**config.mk**
```make
export PLATFORM = sky130hd
export DESIGN_NAME = dmem_arbiter
export DESIGN_NICKNAME = d
export VERILOG_FILES = /design/src/rtl/dmem_arb_pkg.sv /design/src/rtl/dmem_align_chk.sv /design/src/rtl/dmem_arbiter.sv
export SDC_FILE = /design/constraint.sdc
export NUM_CORES = 1
export LEC_CHECK = 0
export CORE_AREA = 2 2 117 119
export DETAILED_ROUTE_END_ITERATION = 6
export DIE_AREA = 0 0 119 121
export PLACE_DENSITY = 0.56
export SLEW_MARGIN = 20
export SYNTH_ARGS = -nofsm -noshare
export SYNTH_HDL_FRONTEND = slang
export SYNTH_SLANG_ARGS = --single-unit
export TNS_END_PERCENT = 20
```
**constraint.sdc**
```tcl
create_clock -name clk -period 1.8 [get_ports clk]
set_input_delay 0.54 -clock clk [delete_from_list [all_inputs] [get_ports clk]]
set_output_delay 0.54 -clock clk [all_outputs]
set_load 0.05 [all_outputs]
```
**src/rtl/dmem_arb_pkg.sv**
```systemverilog
// rtl/dmem_arb_pkg.sv - shared types and constants for the data-memory arbiter
// Contents:
//   arb_state_e       arbitration FSM state (CPU_PRI / DMA_PRI)
//   BYTE..HALFU       funct3 access-size encodings
//   *_DEF             default starvation limit and burst length
package dmem_arb_pkg;

    typedef enum logic {
        CPU_PRI = 1'b0,
        DMA_PRI = 1'b1
    } arb_state_e;

    localparam logic [2:0] BYTE  = 3'b000;
    localparam logic [2:0] HALF  = 3'b001;
    localparam logic [2:0] WORD  = 3'b010;
    localparam logic [2:0] BYTEU = 3'b100;
    localparam logic [2:0] HALFU = 3'b101;

    localparam int unsigned STARVE_LIMIT_DEF = 4;
    localparam int unsigned BURST_MAX_DEF    = 8;

endpackage

```
**src/rtl/dmem_align_chk.sv**
```systemverilog
// rtl/dmem_align_chk.sv - combinational misalignment check for CPU accesses
// Ports:
//   funct3_i      access size (byte/half/word, signed or unsigned)
//   addr_i        low two address bits
//   misaligned_o  1 when the access straddles its natural alignment
module dmem_align_chk
    import dmem_arb_pkg::*;
(
    input  logic [2:0] funct3_i,
    input  logic [1:0] addr_i,
    output logic       misaligned_o
);

    always_comb begin
        misaligned_o = 1'b0;
        case (funct3_i)
            WORD:        misaligned_o = (addr_i != 2'b00);
            HALF, HALFU: misaligned_o = addr_i[0];
            default:     misaligned_o = 1'b0;
        endcase
    end

endmodule

```
**src/rtl/dmem_arbiter.sv**
```systemverilog
// rtl/dmem_arbiter.sv - CPU/DMA data-memory arbiter with DMA starvation bursts
// Ports:
//   clk, rst                         clock, asynchronous active-high reset
//   MemReqM/MemWriteM/funct3M        MEM-stage request, direction, size
//   AddrM, WDataM                    MEM-stage address and store data
//   StallM, MisalignM, RDataM        CPU hold, misalignment flag, load data
//   dma_req/dma_we/dma_addr/dma_wdata DMA beat request
//   dma_gnt, dma_rdata               DMA beat accepted, read data
//   mem_we/mem_funct3/mem_addr/mem_wdata/mem_rdata  data-memory port
module dmem_arbiter
    import dmem_arb_pkg::*;
#(
    parameter int unsigned STARVE_LIMIT = STARVE_LIMIT_DEF,
    parameter int unsigned BURST_MAX    = BURST_MAX_DEF
) (
    input  logic        clk,
    input  logic        rst,
    input  logic        MemReqM,
    input  logic        MemWriteM,
    input  logic [2:0]  funct3M,
    input  logic [31:0] AddrM,
    input  logic [31:0] WDataM,
    output logic        StallM,
    output logic        MisalignM,
    output logic [31:0] RDataM,
    input  logic        dma_req,
    input  logic        dma_we,
    input  logic [31:0] dma_addr,
    input  logic [31:0] dma_wdata,
    output logic        dma_gnt,
    output logic [31:0] dma_rdata,
    output logic        mem_we,
    output logic [2:0]  mem_funct3,
    output logic [31:0] mem_addr,
    output logic [31:0] mem_wdata,
    input  logic [31:0] mem_rdata
);

    localparam int WW = $clog2(STARVE_LIMIT + 1);
    localparam int BW = (BURST_MAX > 1) ? $clog2(BURST_MAX) : 1;

    localparam logic [WW-1:0] WAIT_SAT  = WW'(STARVE_LIMIT);
    localparam logic [WW-1:0] WAIT_LAST = WW'(STARVE_LIMIT - 1);
    localparam logic [BW-1:0] BEAT_LAST = BW'(BURST_MAX - 1);

    arb_state_e    state_q, state_d;
    logic [WW-1:0] wait_cnt_q, wait_cnt_d;
    logic [BW-1:0] beat_cnt_q, beat_cnt_d;

    logic cpu_gnt;
    logic dma_gnt_w;
    logic dma_blocked;
    logic addr_misaligned;

    // DMA is word-only; the low address bits are deliberately dropped.
    logic unused_dma_lsbs;
    assign unused_dma_lsbs = ^dma_addr[1:0];

    dmem_align_chk u_align_chk (
        .funct3_i     (funct3M),
        .addr_i       (AddrM[1:0]),
        .misaligned_o (addr_misaligned)
    );

    // Grants are combinational from the current state so a granted access
    // completes in the same cycle. Reset masks both grants so nothing can
    // reach memory while rst is high, even mid-burst.
    always_comb begin
        cpu_gnt   = 1'b0;
        dma_gnt_w = 1'b0;
        if (!rst) begin
            if (state_q == CPU_PRI) begin
                cpu_gnt   = MemReqM;
                dma_gnt_w = ~MemReqM & dma_req;
            end else begin
                dma_gnt_w = dma_req;
            end
        end
    end

    assign dma_gnt     = dma_gnt_w;
    assign StallM      = ~rst & MemReqM & ~cpu_gnt;
    assign MisalignM   = cpu_gnt & addr_misaligned;
    assign dma_blocked = dma_req & ~dma_gnt_w;
    assign RDataM      = mem_rdata;
    assign dma_rdata   = mem_rdata;

    // Memory-side mux. A misaligned CPU access still consumes its grant,
    // only the write strobe is suppressed.
    always_comb begin
        mem_we     = 1'b0;
        mem_funct3 = 3'b000;
        mem_addr   = 32'd0;
        mem_wdata  = 32'd0;
        if (cpu_gnt) begin
            mem_we     = MemWriteM & ~addr_misaligned;
            mem_funct3 = funct3M;
            mem_addr   = AddrM;
            mem_wdata  = WDataM;
        end else if (dma_gnt_w) begin
            mem_we     = dma_we;
            mem_funct3 = WORD;
            mem_addr   = {dma_addr[31:2], 2'b00};
            mem_wdata  = dma_wdata;
        end
    end

    always_comb begin
        state_d    = state_q;
        beat_cnt_d = beat_cnt_q;

        if (dma_blocked) begin
            wait_cnt_d = (wait_cnt_q == WAIT_SAT) ? wait_cnt_q : wait_cnt_q + 1'b1;
        end else begin
            wait_cnt_d = '0;
        end

        case (state_q)
            CPU_PRI: begin
                // The last tolerated blocked cycle hands ownership to DMA.
                if (dma_blocked && (wait_cnt_q == WAIT_LAST)) begin
                    state_d    = DMA_PRI;
                    wait_cnt_d = '0;
                end
            end
            DMA_PRI: begin
                if (!dma_req) begin
                    state_d    = CPU_PRI;
                    beat_cnt_d = '0;
                end else if (beat_cnt_q == BEAT_LAST) begin
                    state_d    = CPU_PRI;
                    beat_cnt_d = '0;
                end else begin
                    beat_cnt_d = beat_cnt_q + 1'b1;
                end
            end
            default: begin
                state_d    = CPU_PRI;
                beat_cnt_d = '0;
            end
        endcase
    end

    always_ff @(posedge clk or posedge rst) begin
        if (rst) begin
            state_q    <= CPU_PRI;
            wait_cnt_q <= '0;
            beat_cnt_q <= '0;
        end else begin
            state_q    <= state_d;
            wait_cnt_q <= wait_cnt_d;
            beat_cnt_q <= beat_cnt_d;
        end
    end

endmodule

```
# Word-level counts from Yosys, hierarchy flattened
# Cells that the tools add are included.
[totals]
input_bits = 169
reg_bits = 7
[op_classes]
n_eq_ne = 6
muxes = 23
n_reduce_logical = 3
bitwise = 12
addsub = 2
[op_table]
columns = ["operator", "n"]
rows = [
  ["two-way mux 32 bit", 4],
  ["two-way mux 3 bit", 7],
  ["equality test 3 bit (second input constant)", 3],
  ["two-way mux 1 bit", 9],
  ["adder 3 x 1 -> 3 bit (second input constant)", 2],
  ["bitwise AND 1 bit", 6],
  ["equality test 3 x 2 -> 1 bit (second input constant)", 2],
  ["NOT 1 bit", 6],
  ["case mux 1 bit (2 select lines)", 2],
  ["equality test 3 x 1 -> 1 bit (second input constant)", 1],
  ["two-way mux 2 bit", 1],
  ["nonzero test 2 bit", 1],
  ["OR reduction 2 bit", 1],
  ["logical AND 1 bit", 1],
]

# Depth between registers and ports, before layout
[logic_depth]
ltp_word = 9
ltp_mapped = 5
depth_no_buf = 5

# Cells and area by module
# From an unflattened synthesis, not the netlist that was laid out.
[hier_totals]
cells_unflattened = 195
hier_area_um2 = 1617.8
[modules_own_cells]
columns = ["mod", "area_per_inst_um2", "n_inst", "cells_per_inst", "seq_area_each_um2"]
rows = [
  ["dmem_arbiter", 1594.0, 1, 191, 175.2],
  ["dmem_align_chk", 23.8, 1, 4, 0.0],
]

# Least setup slack after synthesis
# No wires, ideal clock.
[synth_timing]
path_type = "register -> output"
startpoint = "register state_q"
endpoint = "output port MisalignM"
path_slack_ns = -0.467
t_arrival_ns = 1.727
path_stages_with_launch = 5
cell_sequence = "dfrtp_1 > buf_4 > nor3b_4 > buf_2 > nor2b_1"
[synth_via]
elab_chain_len = 3
[synth_rtl]
columns = ["element", "line", "rtl"]
rows = [
  ["start: declaration", "dmem_arbiter.sv:46", "arb_state_e state_q, state_d;"],
  ["start signal: assignment", "dmem_arbiter.sv:150", "state_q <= state_d;"],
  ["two-way mux 1 bit", "dmem_arbiter.sv:72", "if (state_q == CPU_PRI) begin"],
  ["two-way mux 1 bit", "dmem_arbiter.sv:71", "if (!rst) begin"],
  ["bitwise AND 1 bit", "dmem_arbiter.sv:83", "assign MisalignM = cpu_gnt & addr_misaligned;"],
  ["end: declaration", "dmem_arbiter.sv:24", "output logic MisalignM,"],
]
# Every way passes these cells.

# Final worst setup path
[layout_timing]
startpoint = "register state_q"
endpoint = "output port mem_addr[5]"
[layout_via]
elab_chain_len = 4
elab_cells_between_ends = 6
classes_between = "mux: 6"
[layout_rtl]
columns = ["element", "line", "rtl"]
rows = [
  ["two-way mux 1 bit", "dmem_arbiter.sv:72", ""],
  ["two-way mux 1 bit", "dmem_arbiter.sv:71", ""],
  ["two-way mux 32 bit", "dmem_arbiter.sv:100", "end else if (dma_gnt_w) begin"],
  ["two-way mux 32 bit (*)", "dmem_arbiter.sv:95", "if (cpu_gnt) begin"],
  ["end: declaration", "dmem_arbiter.sv:34", "output logic [31:0] mem_addr,"],
]
# Mark *: on every way between the ends. The rest lies on a longest branch, timed or not.

==> reports/metrics.cfg <==
[routing]
wl_per_cell_um = 17.43
vias = 2040
drtIter0Drc = 57
wl_um = 9218
drtAntennaViolNets = 0
drc = 0
via_per_inst = 3.856
drtPass1Iterations = 2

[timing]
slew-limit-headroom_pct = 79.01
rsz0062_at_grt = true
final_max_slew_viol_count = 0
worstMarginPinSlew_ns = 0.3148
setup_viol_count_final = 70
setup_ws_ns = -0.4553
timing.fmax_ghz = 0.4434
layout_min_cycle_time_ns = 2.255
period_share_pct = 125.3
hold_viol = 0
clock_skew_ns = 0.001563

[floorplanning]
die_y_um = 121
core_mm2 = 0.01309
fp.dieArea_mm2 = 0.01440
pin_count = 304
start_util_pct = 12.39
rows = 42
die_width_um = 119

[yosys]
synthCells = 192
syn_area_per_cell_um2 = 8.446
synth_seq_area_share_pct = 10.80
syn-cell-area_mm2 = 0.001622
synth_cell_types = 27
syn-num-nets = 366
yosysWarnings = 0
ys_seq_elements = 7

[finish]
diodes = 0
instances_no_fill = 529
nets = 528
areaGrowthSynthToFinish_pct = 217.1
drive_gt1_share_pct = 52.69

[clock_tree]
clock_sinks = 7
clkTransAtPathRegs_ns = 0.04
tritoncts = built
clockBufferDepth = 2
numCtsBuffers = 3
cts_htree_levels = 1
root_buffer = clkbuf_16
insertion_delay_ns = 0.23

[placement]
post-place-ws_ns = -0.8328
dp.cells = 517
place.gp.congestion = 0.7711
dp_hpwl_um = 7512
port_buffers = 205

[run_status]
violations = negative setup slack
status = finished, violations left

[critical_path]
cp.arrival_ns = 1.72
crit_path_start_kind = flip-flop
crit_fanout = 10
path_class = reg -> out
worstPathRequired_ns = 1.26
end_kind = output port

[hold_path]
hp-class = in -> async

[global_route]
antenna_found_initial = 0
grt_max_degree = 15
grt_pass1_wl_um = 13850
grt_pass1_vias = 2272
overflow = 0
track_usage_pct = 12.08

[run]
cap_violations = 0

[power]
p_leak_nw = 2.226
power_density_mw_per_mm2 = 434.2
vdd_ir_drop_max_uv = 553.4

cells in the mapped netlist:
library cell,number,area [um^2]
a21o_1,1,7.510
a21oi_1,2,10.01
a22o_1,62,543.0
a311oi_1,1,8.760
a32o_1,1,10.01
and2_1,5,31.28
and3_1,1,6.260
and3b_1,1,8.760
buf_2,6,30.03
buf_4,71,533.0
buf_6,2,22.52
dfrtp_1,7,175.2
ha_1,5,62.56
inv_1,7,26.28
mux2i_1,2,20.02
nand2_1,2,7.510
nand3_1,3,15.01
nand3b_1,1,7.510
nor2_1,2,7.510
nor2b_1,1,6.260
nor2b_2,1,8.760
nor3b_2,1,12.51
nor3b_4,1,18.77
nor4bb_1,1,10.01
o21ai_0,3,15.01
o221ai_1,1,8.760
xnor2_1,1,8.760
kinds of logic after synthesis:
group	Yosys count	synth area share [%]
multiplexers	2	1.235
buffers and inverters	86	37.73
adder cells (fa/ha/maj)	5	3.858
AO/OA/AOI/OAI	71	37.19
AND/OR/NAND/NOR	20	8.643
XOR/XNOR	1	0.5402
flip-flops	7	10.80
layout make-up:
| cell class | instances | area (um^2) |
|---|---|---|
| well taps | 176 | 220.2 |
| inverters | 7 | 26.28 |
| repair buffers | 236 | 3209 |
| fillers | 1200 | 7944 |
| clock buffers | 4 | 78.83 |
| flip-flops and latches | 7 | 176.4 |
| multi-input cells | 99 | 1430 |
routing by layer:
metal | track usage, % | share of wire (%)
met1 | 13.55 | 37
met2 | 23.49 | 55
met3 | 2.914 | 7.6
met4 | 1.563 | 0.65
met5 | 0 | 0
registers in the layout, indices dropped and copies added (netlist names):
| register | count |
|---|---|
| state_q | 1 |
| wait_cnt_q | 3 |
| beat_cnt_q | 3 |
final timing paths:
| check | cells after the start | slack, ns | from | to |
|---|---|---|---|---|
| max reg2reg | 5 | 0.53 | wait_cnt_q[0] | wait_cnt_q[1] |
| min | 3 | 0.31 | rst | state_q |
| max | 7 | -0.46 | state_q | mem_addr[5] |
| min in group clk | 1 | 0.49 | beat_cnt_q[0] | beat_cnt_q[0] |
| max in group asynchronous | 3 | 1.35 | rst | state_q |
| min reg2reg | 1 | 0.49 | beat_cnt_q[0] | beat_cnt_q[0] |
stage by stage:
step	util (%)	TNS (ns)	total power, mW	area, um^2	hold slack, ns
finish	39.29	-28.76	2.232	5141	0.3125
global route	39.29	-32.90	2.323	5141	0.3229
CTS	39.03	-27.90	2.254	5107	0.3145
detailed placement	36.85	-54.99	1.806	4822	0.4888
global placement	36.85	-53.36	1.779	4822	0.4689
floorplan	-	-11.95	1.297	2156	0.3486
cell usage in the layout (no fill, tap or decap), drive strengths merged, types with 2 or more instances in the layout:
| cell type | count |
|---|---|
| o21ai | 3 |
| mux2i | 2 |
| inv | 7 |
| dfrtp | 7 |
| nor2 | 2 |
| clkbuf | 4 |
| clkdlybuf4s50 | 126 |
| and2 | 5 |
| a21oi | 2 |
| nor3b | 2 |
| buf | 105 |
| nor2b | 2 |
| nand2 | 2 |
| ha | 5 |
| a22o | 62 |
| nand3 | 3 |
| clkdlybuf4s15 | 3 |
power breakdown:
| group | switching [mW] | internal [mW] | total [mW] |
|---|---|---|---|
| sequential | 0.0302 | 0.197 | 0.228 |
| clock | 0.0814 | 0.295 | 0.376 |
| combinational | 0.710 | 0.918 | 1.63 |
repair_timing:
action	CTS	global route
setup buffers	4	4
endpoints found under the hold margin	0	0
pin swaps	16	6
resized for setup	54	3
hold buffers	0	0
gates cloned	2	0
endpoints found under the setup margin	71	70
critical path: stages (launching register included):
cell     delay, ns
dfrtp_2       0.44
nor2b_4       0.15
nor3b_4       0.06
buf_12        0.14
buf_4         0.14
buf_16        0.14
a22o_4        0.26
buf_12        0.15
Power figures use the tool's default switching activity.
